`config.mk`:
```
export PLATFORM = sky130hd
export DESIGN_NAME = clk_gen_ctrl
export DESIGN_NICKNAME = d
export VERILOG_FILES = /design/src/rtl/clk_gen_ctrl.sv
export SDC_FILE = /design/constraint.sdc
export NUM_CORES = 1
export LEC_CHECK = 0
export BUFFER_PORTS_ARGS = -buffer_cell sky130_fd_sc_hd__buf_2
export CORE_ASPECT_RATIO = 0.5
export CORE_MARGIN = 1.5
export CORE_UTILIZATION = 56
export DETAILED_ROUTE_END_ITERATION = 10
export PLACE_DENSITY = 0.74
export SLEW_MARGIN = 20
export SYNTH_ARGS = -nofsm -noshare
export SYNTH_HDL_FRONTEND = slang
export SYNTH_SLANG_ARGS = --single-unit
```
`constraint.sdc`:
```
create_clock -name clk -period 4.65 [get_ports clk]
set_input_delay 1.395 -clock clk [delete_from_list [all_inputs] [get_ports clk]]
set_output_delay 1.395 -clock clk [all_outputs]
set_load 0.01 [all_outputs]
```
`src/rtl/clk_gen_ctrl.sv`:
```
// Programmable clock-generator controller.
// Produces a registered divided clock clk_out from clk. Period, high time and
// start phase are loaded through a valid/ready port; words accepted while the
// generator runs are held as pending and swapped in at the LOW->HIGH boundary
// so the output never shows a runt pulse.
module clk_gen_ctrl #(
    parameter int CNT_W = 16
) (
    input  logic             clk,
    input  logic             rst_n,
    input  logic             enable,
    input  logic             cfg_valid,
    output logic             cfg_ready,
    input  logic [CNT_W-1:0] cfg_period,
    input  logic [CNT_W-1:0] cfg_high,
    input  logic [CNT_W-1:0] cfg_phase,
    output logic             clk_out,
    output logic             running,
    output logic             period_start,
    output logic             cfg_err
);

    typedef enum logic [1:0] {
        ST_IDLE  = 2'd0,
        ST_PHASE = 2'd1,
        ST_HIGH  = 2'd2,
        ST_LOW   = 2'd3
    } state_t;

    // A word is usable only if both the high and the low part last at least one cycle.
    function automatic logic cfg_ok(input logic [CNT_W-1:0] p, input logic [CNT_W-1:0] h);
        return (p >= CNT_W'(2)) && (h >= CNT_W'(1)) && (h <= (p - CNT_W'(1)));
    endfunction

    state_t             state_q, state_d;
    logic [CNT_W-1:0]   cnt_q, cnt_d;
    logic [CNT_W-1:0]   act_period_q, act_period_d;
    logic [CNT_W-1:0]   act_high_q, act_high_d;
    logic [CNT_W-1:0]   act_phase_q, act_phase_d;
    logic               cfg_loaded_q, cfg_loaded_d;
    logic               pend_valid_q, pend_valid_d;
    logic [CNT_W-1:0]   pend_period_q, pend_period_d;
    logic [CNT_W-1:0]   pend_high_q, pend_high_d;
    logic [CNT_W-1:0]   pend_phase_q, pend_phase_d;
    logic               clk_out_q, clk_out_d;
    logic               running_q, running_d;
    logic               period_start_q, period_start_d;
    logic               cfg_err_q, cfg_err_d;
    logic               cfg_ready_q, cfg_ready_d;

    logic               accept_s;
    logic               word_ok_s;
    logic               take_idle_s;
    logic               apply_pend_s;
    logic               eff_loaded_s;
    logic [CNT_W-1:0]   eff_high_s;
    logic [CNT_W-1:0]   eff_phase_s;
    logic [CNT_W-1:0]   next_high_s;

    // Config handshake: decide where an accepted word goes and when pending becomes active.
    always_comb begin
        accept_s     = cfg_valid && cfg_ready_q;
        word_ok_s    = cfg_ok(cfg_period, cfg_high);
        // In IDLE a good word is used immediately, even on the edge that starts the FSM.
        take_idle_s  = accept_s && word_ok_s && (state_q == ST_IDLE);
        // Pending is swapped in at the end of LOW, or when PHASE aborts back to IDLE.
        apply_pend_s = pend_valid_q &&
                       (((state_q == ST_LOW) && (cnt_q == CNT_W'(0))) ||
                        ((state_q == ST_PHASE) && !enable));

        eff_loaded_s = cfg_loaded_q || take_idle_s;
        eff_high_s   = take_idle_s ? cfg_high  : act_high_q;
        eff_phase_s  = take_idle_s ? cfg_phase : act_phase_q;
        next_high_s  = apply_pend_s ? pend_high_q : act_high_q;

        act_period_d = act_period_q;
        act_high_d   = act_high_q;
        act_phase_d  = act_phase_q;
        cfg_loaded_d = cfg_loaded_q;
        if (take_idle_s) begin
            act_period_d = cfg_period;
            act_high_d   = cfg_high;
            act_phase_d  = cfg_phase;
            cfg_loaded_d = 1'b1;
        end else if (apply_pend_s) begin
            act_period_d = pend_period_q;
            act_high_d   = pend_high_q;
            act_phase_d  = pend_phase_q;
            cfg_loaded_d = 1'b1;
        end else begin
            cfg_loaded_d = cfg_loaded_q;
        end

        pend_valid_d  = pend_valid_q;
        pend_period_d = pend_period_q;
        pend_high_d   = pend_high_q;
        pend_phase_d  = pend_phase_q;
        if (accept_s && word_ok_s && (state_q != ST_IDLE)) begin
            pend_valid_d  = 1'b1;
            pend_period_d = cfg_period;
            pend_high_d   = cfg_high;
            pend_phase_d  = cfg_phase;
        end else if (apply_pend_s) begin
            pend_valid_d = 1'b0;
        end else begin
            pend_valid_d = pend_valid_q;
        end

        cfg_err_d   = accept_s && !word_ok_s;
        cfg_ready_d = !pend_valid_d;
    end

    // Sequencer: each state loads count-1 on entry and leaves when the count hits zero.
    always_comb begin
        state_d = state_q;
        cnt_d   = cnt_q;
        case (state_q)
            ST_IDLE: begin
                if (enable && eff_loaded_s) begin
                    if (eff_phase_s != CNT_W'(0)) begin
                        state_d = ST_PHASE;
                        cnt_d   = eff_phase_s - CNT_W'(1);
                    end else begin
                        state_d = ST_HIGH;
                        cnt_d   = eff_high_s - CNT_W'(1);
                    end
                end else begin
                    state_d = ST_IDLE;
                end
            end
            ST_PHASE: begin
                if (!enable) begin
                    state_d = ST_IDLE;
                    cnt_d   = CNT_W'(0);
                end else if (cnt_q == CNT_W'(0)) begin
                    state_d = ST_HIGH;
                    cnt_d   = act_high_q - CNT_W'(1);
                end else begin
                    cnt_d   = cnt_q - CNT_W'(1);
                end
            end
            ST_HIGH: begin
                if (cnt_q == CNT_W'(0)) begin
                    state_d = ST_LOW;
                    cnt_d   = act_period_q - act_high_q - CNT_W'(1);
                end else begin
                    cnt_d   = cnt_q - CNT_W'(1);
                end
            end
            ST_LOW: begin
                if (cnt_q == CNT_W'(0)) begin
                    if (enable) begin
                        state_d = ST_HIGH;
                        cnt_d   = next_high_s - CNT_W'(1);
                    end else begin
                        state_d = ST_IDLE;
                        cnt_d   = CNT_W'(0);
                    end
                end else begin
                    cnt_d   = cnt_q - CNT_W'(1);
                end
            end
            default: begin
                state_d = ST_IDLE;
                cnt_d   = CNT_W'(0);
            end
        endcase

        clk_out_d      = (state_d == ST_HIGH);
        period_start_d = (state_d == ST_HIGH) && (state_q != ST_HIGH);
        running_d      = (state_d != ST_IDLE);
    end

    // State, configuration and registered outputs.
    always_ff @(posedge clk or negedge rst_n) begin
        if (!rst_n) begin
            state_q        <= ST_IDLE;
            cnt_q          <= CNT_W'(0);
            act_period_q   <= CNT_W'(0);
            act_high_q     <= CNT_W'(0);
            act_phase_q    <= CNT_W'(0);
            cfg_loaded_q   <= 1'b0;
            pend_valid_q   <= 1'b0;
            pend_period_q  <= CNT_W'(0);
            pend_high_q    <= CNT_W'(0);
            pend_phase_q   <= CNT_W'(0);
            clk_out_q      <= 1'b0;
            running_q      <= 1'b0;
            period_start_q <= 1'b0;
            cfg_err_q      <= 1'b0;
            cfg_ready_q    <= 1'b1;
        end else begin
            state_q        <= state_d;
            cnt_q          <= cnt_d;
            act_period_q   <= act_period_d;
            act_high_q     <= act_high_d;
            act_phase_q    <= act_phase_d;
            cfg_loaded_q   <= cfg_loaded_d;
            pend_valid_q   <= pend_valid_d;
            pend_period_q  <= pend_period_d;
            pend_high_q    <= pend_high_d;
            pend_phase_q   <= pend_phase_d;
            clk_out_q      <= clk_out_d;
            running_q      <= running_d;
            period_start_q <= period_start_d;
            cfg_err_q      <= cfg_err_d;
            cfg_ready_q    <= cfg_ready_d;
        end
    end

    assign clk_out      = clk_out_q;
    assign running      = running_q;
    assign period_start = period_start_q;
    assign cfg_err      = cfg_err_q;
    assign cfg_ready    = cfg_ready_q;

endmodule
```
# Yosys cells after proc, flatten, opt, wreduce, memory -nomap -nowiden

Index checks and enable logic that the tools add are counted.

Register bits after elaboration: 121
Bits of input ports: 52
Output and inout port bits: 5
Logic and storage cells: 83

$add $sub $neg: 8
$lt $le $gt $ge: 3
Eq/ne operators: 6
Multiplexer cells: 28
Reduce and logical (&&, ||, !) cells: 23

Operator list:

| operator                                                                 | number |
|---|---|
| 16-bit two-way mux                                                       | 15 |
| 16-bit by 1-bit subtractor with 16-bit output (second input constant)    | 7 |
| 16-bit one-hot mux with 4 select lines                                   | 1 |
| 16-bit by 1-bit >= comparator with 1-bit output (second input constant)  | 1 |
| 16-bit by 2-bit >= comparator with 1-bit output (second input constant)  | 1 |
| 16-bit <= comparator                                                     | 1 |
| 16-bit logical NOT                                                       | 1 |
| 16-bit nonzero test                                                      | 1 |
| 16-bit subtractor                                                        | 1 |
| 2-bit two-way mux                                                        | 7 |
| 1-bit logical AND                                                        | 12 |
| 2-bit one-hot mux with 4 select lines                                    | 1 |
| 2-bit equality test (second input constant)                              | 3 |
| 2-bit nonzero test                                                       | 3 |
| 1-bit two-way mux                                                        | 4 |
| 1-bit logical NOT                                                        | 3 |
| 2-bit by 1-bit equality test with 1-bit output (second input constant)   | 1 |
| 2-bit logical NOT                                                        | 1 |
| 1-bit logical OR                                                         | 2 |
| 2-bit by 1-bit inequality test with 1-bit output (second input constant) | 1 |
| 2-bit inequality test (second input constant)                            | 1 |

# Logic depth before layout (Yosys ltp)

Word-level depth: 12
Depth in mapped cells: 23
Gate-level depth less buffers: 21

# Worst setup path after synthesis

No wires, ideal clock.

Kind: input port to flip-flop
Start: input cfg_period[5]
End: register cnt_q[10]
Setup time: 82 ps
Arrival time: 6849 ps
Setup slack: -2281 ps
Stages on the path: 22
Buffers on the path: 4
Cells stage by stage: or4_1 nor3_2 nand3_1 or3_1 nor3_1 xnor2_1 ha_1 nand4_1 nor4_1 a21boi_0 o41a_1 nor4_2 buf_2 clkbuf_1 clkbuf_1 buf_1 a21o_1 ha_1 nand3b_1 or2_1 or4_1 a31oi_1

Word-level cells in the longest chain between the ends: 10

RTL lines:

| element                                                                                                                 | RTL line | text |
|---|---|---|
| from (decl)                                                                                                             | 14       | `input logic [CNT_W-1:0] cfg_period,` |
| 16-bit by 1-bit subtractor with 16-bit output / 16-bit by 2-bit >= comparator with 1-bit output (equally long branches) | 32       | `return (p >= CNT_W'(2)) && (h >= CNT_W'(1)) && (h <= (p - CNT_W'(1)));` |
| 16-bit <= comparator / 1-bit logical AND (equally long branches)                                                        | 32       |  |
| 1-bit logical AND *                                                                                                     | 32       |  |
| 1-bit logical AND * (2 in a row)                                                                                        | 65       | `take_idle_s = accept_s && word_ok_s && (state_q == ST_IDLE);` |
| 16-bit two-way mux, on equally long branches                                                                            | 72, 73   |  |
| 16-bit by 1-bit subtractor with 16-bit output (tied with other cells)                                                   | 125      | `cnt_d = eff_high_s - CNT_W'(1);` |
| 16-bit two-way mux                                                                                                      | 120      | `if (eff_phase_s != CNT_W'(0)) begin` |
| 16-bit two-way mux                                                                                                      | 119      | `if (enable && eff_loaded_s) begin` |
| 16-bit one-hot mux with 4 select lines                                                                                  | 117      | `case (state_q)` |
| to (signal assigned)                                                                                                    | 194      | `cnt_q <= cnt_d;` |
| to (decl)                                                                                                               | 36       | `logic [CNT_W-1:0] cnt_q, cnt_d;` |

Every way passes the cells marked *; elsewhere a longest branch is shown, timed or not. The select of a mux whose other input is x is not followed.
A chain may end at the register's enable or synchronous reset.

# Final worst setup path

Start: input cfg_period[7]
End: register cnt_q[10]

The elaborated chain is that of the path after synthesis.

==> metrics.log <==
INFO  metric grt_overflow = 0
INFO  metric clkSlewWorstSetupHoldPaths = 70 ps
INFO  metric postSynth.topFlopCell = sky130_fd_sc_hd__dfrtp_1
INFO  metric tritoncts_num_sinks = 121
INFO  metric ys.warnings.count = 0
INFO  metric die_w = 180.5 microns
INFO  metric grtUsageTotal = 41.09%
INFO  metric clock_tree_from_tritoncts = done
INFO  metric detail_route.first_pass.iterations = 7
INFO  metric hp-class = flop to flop
INFO  metric route.vias.total = 9410
INFO  metric violations = setup timing
INFO  metric critPathRequiredTime = 4990 ps
INFO  metric synth_commonest_cells = sky130_fd_sc_hd__nand2_1, sky130_fd_sc_hd__dfrtp_1, sky130_fd_sc_hd__nor2_1, sky130_fd_sc_hd__a21oi_1
INFO  metric clock_skew = 12.34 ps
INFO  metric critPathArrivalTime = 6460 ps
INFO  metric final.period_utilization = 131.5%
INFO  metric critical_path.max_stage_delay = 560 ps
INFO  metric fin_tns_setup = -49660 ps
INFO  metric die_area = 16560 sq um
INFO  metric clock_tree.buffer_depth = 2
INFO  metric layout.nets = 1303
INFO  metric yosys.area.top_type_share = 34.04%
INFO  metric syn_inst = 1057
INFO  metric cellPowerDensity = 293.5 nW/um^2
INFO  metric maximum_number_of_pins_on_one_net_before_global_route_repair = 78
INFO  metric ant_cells = 0
INFO  metric critical_path.startpoint_type = input pin
INFO  metric grt_setup_unrepaired = true
INFO  metric cts_root_buf = sky130_fd_sc_hd__clkbuf_16
INFO  metric die_h = 91.75 microns
INFO  metric p_total = 3469 uW
INFO  metric cts_buffers = 17
INFO  metric critical_path.cell_chain = buf_6 > or4_4 > nor3_4 > nand3_2 > or3_4 > nor3_4 > xnor2_1 > ha_1 > nand4_1 > nor3_2 > o31a_1 > o41a_1 > or4_4 > mux2i_4 > nand2_1 > o21ai_2 > o21ai_2 > ha_4 > nand3b_1 > or2_1 > or4_1 > a31oi_1
INFO  metric slowest_stage = sky130_fd_sc_hd__or4_4
INFO  metric synth_cell_types = 72
INFO  metric shortest_period_the_worst_path_allows = 6114 ps
INFO  metric via_per_inst = 6.580
INFO  metric place_worst_setup_slack = -1994 ps
INFO  metric pin_count = 57
INFO  metric worst_setup_path_end_kind = flop
INFO  metric grt_pass1_wl = 50250 microns
INFO  metric synth_most_common_cell = sky130_fd_sc_hd__nand2_1
INFO  metric cap_viol_max_count = 0
INFO  metric setup_viol_count_final = 120
INFO  metric remaining_drc_errors = 0
INFO  metric postSynth.asyncResetShare = 100.0%
INFO  metric critical_path.top_delay_family = simple AND/OR/NAND/NOR gates
INFO  metric starting_density_of_the_core = 57.23%
INFO  metric wire_length_reported_by_the_detailed_router = 35600 microns
INFO  metric fin_util = 76.68%
INFO  metric port-buffer-count = 56
INFO  metric yosys-top-cells-area = sky130_fd_sc_hd__dfrtp_1, sky130_fd_sc_hd__mux2_2, sky130_fd_sc_hd__nand2_1
INFO  metric drt_first_iter_violations = 1138
INFO  metric ys_ff_latch = 121
INFO  metric area_growth_syn_to_fin = 33.98%
INFO  metric synth.largest_area_cell = sky130_fd_sc_hd__dfrtp_1
INFO  metric p_leak = 0.005182 uW
INFO  metric gp_congestion = 1.032
INFO  metric remaining_antenna_violation_count = 0
INFO  metric hold_viol_final = 0
INFO  metric post_route_cells_drive_above_1_share = 33.36%
INFO  metric critPathMaxFanout = 5
INFO  metric run_status = finished, violations left
INFO  metric timing_max_transition_violations_final = 0
INFO  metric place_hpwl = 25020 microns
INFO  metric vdd_drop_max = 0.0003116 V
INFO  metric core-area = 15410 sq um
INFO  metric clk_latency = 430 ps
INFO  metric fmax = 163.5 MHz
INFO  metric placement_rows = 32
INFO  metric cts_max_level = 4
INFO  metric relSlewSlack = 29.91%
INFO  metric timing_worst_setup_path_type = input pin to flop
INFO  metric post_drt_wl_per_cell = 24.89 microns
INFO  metric synth.net_count = 1147
INFO  metric synth-seq-area-share = 34.34%
INFO  metric worstPathBufferInverterCount = 1
INFO  metric postLayoutSetupSlackWorst = -1464 ps
INFO  metric worstMarginPinSlew = 1043 ps
INFO  metric synth_edf_count = 0
INFO  metric grt_pass1_vias = 8624
INFO  metric grt_antenna_before_repair = 1
INFO  metric synth_area_per_cell = 8.346 sq um
INFO  metric synthesis.area = 8822 sq um
-- worst min-delay path, stage by stage, from the launching register on --
cell and delay, ps:
sky130_fd_sc_hd__dfrtp_1 340, sky130_fd_sc_hd__nand2_1 50, sky130_fd_sc_hd__nand3_1 70
-- where the power goes --
group | internal [uW] | switching, uW
registers | 1270 | 200
clock network | 799 | 565
logic | 344 | 287
-- cells by family (layout without fill, tap and decap cells) --
logic type | count (synthesis) | after routing | share of synthesized area [%]
compound gates | 234 | 234 | 17.15
xor+xnor | 72 | 72 | 7.148
fa+ha+maj | 38 | 38 | 5.474
buf+inv | 96 | 265 | 4.340
flops | 121 | 121 | 34.34
mux | 78 | 78 | 9.800
simple gates | 418 | 418 | 21.76
-- metal layers --
metal / wire, microns / up-vias / global-route usage, %
li1: - / 4112 / -
met1: 15310 / 4549 / 59.29
met2: 14680 / 644 / 58.46
met3: 4640 / 103 / 13.38
met4: 951 / 2 / 11.55
met5: 10 / - / 0
-- metrics by stage --
step           area, sq um  std cells  hold WS (ps)
6_report             11820       1430         483.7
5_1_grt              11820       1430         503.4
4_1_cts              11020       1405         482.7
3_5_place_dp         10100       1361         473.3
3_3_place_gp         10100       1361         466.3
2_1_floorplan         9055       1057         439.4
-- path summary, 6_finish.rpt --
path | from | end | slack [ps] | cells past startpoint
worst min register to register | pend_period_q[10] | act_period_q[10] | 480 | 2
worst max register to register | cnt_q[0] | cnt_q[14] | 360 | 14
worst max-delay path | cfg_period[7] | cnt_q[10] | -1460 | 22
min in group asynchronous | rst_n | cfg_loaded_q | 1080 | 1
max in group asynchronous | rst_n | cfg_ready | 2650 | 2
worst min-delay path | pend_period_q[10] | act_period_q[10] | 480 | 2
-- cells in the final DEF (no fill, tap or decap), types with 18 or more instances in the layout --
cell,synthesis,routed
sky130_fd_sc_hd__xor2_1,19,18
sky130_fd_sc_hd__nand3_1,35,30
sky130_fd_sc_hd__nor2_4,0,26
sky130_fd_sc_hd__mux2_2,54,51
sky130_fd_sc_hd__xnor2_1,53,50
sky130_fd_sc_hd__a31oi_1,34,32
sky130_fd_sc_hd__inv_1,32,31
sky130_fd_sc_hd__buf_4,1,108
sky130_fd_sc_hd__dfrtp_1,120,120
sky130_fd_sc_hd__a211oi_1,21,20
sky130_fd_sc_hd__mux2i_1,22,20
sky130_fd_sc_hd__nor3_1,43,33
sky130_fd_sc_hd__nand2_1,157,135
sky130_fd_sc_hd__a21oi_1,63,59
sky130_fd_sc_hd__nand2_2,0,18
sky130_fd_sc_hd__clkbuf_16,0,21
sky130_fd_sc_hd__buf_2,3,53
sky130_fd_sc_hd__buf_6,2,20
sky130_fd_sc_hd__o21ai_0,40,35
sky130_fd_sc_hd__ha_1,37,36
sky130_fd_sc_hd__nor2_1,105,74
sky130_fd_sc_hd__nor4_1,22,18
-- repair_timing --
action	CTS	global route
hold buffers	0	0
resized for setup	45	121
setup buffers	12	21
setup endpoints to repair	120	120
cloned	1	7
pin swaps	18	26
-- area by class of cell --
class,count,area [sq um]
Tap cell,204,255.2
Clock inverter,15,163.9
Fill cell,1082,3595
Clock buffer,17,425.4
Inverter,32,120.1
Timing Repair Buffer,201,1722
Sequential cell,121,3029
Multi-Input combinational cell,840,6105
-- registers in the layout (all words and copies together) (netlist names), 2 cells and up --
signal and count:
act_phase_q 16, pend_high_q 16, act_high_q 16, state_q 2
pend_period_q 16, cnt_q 16, act_period_q 16, pend_phase_q 16
Note: power is estimated with default switching activity, not from simulation.
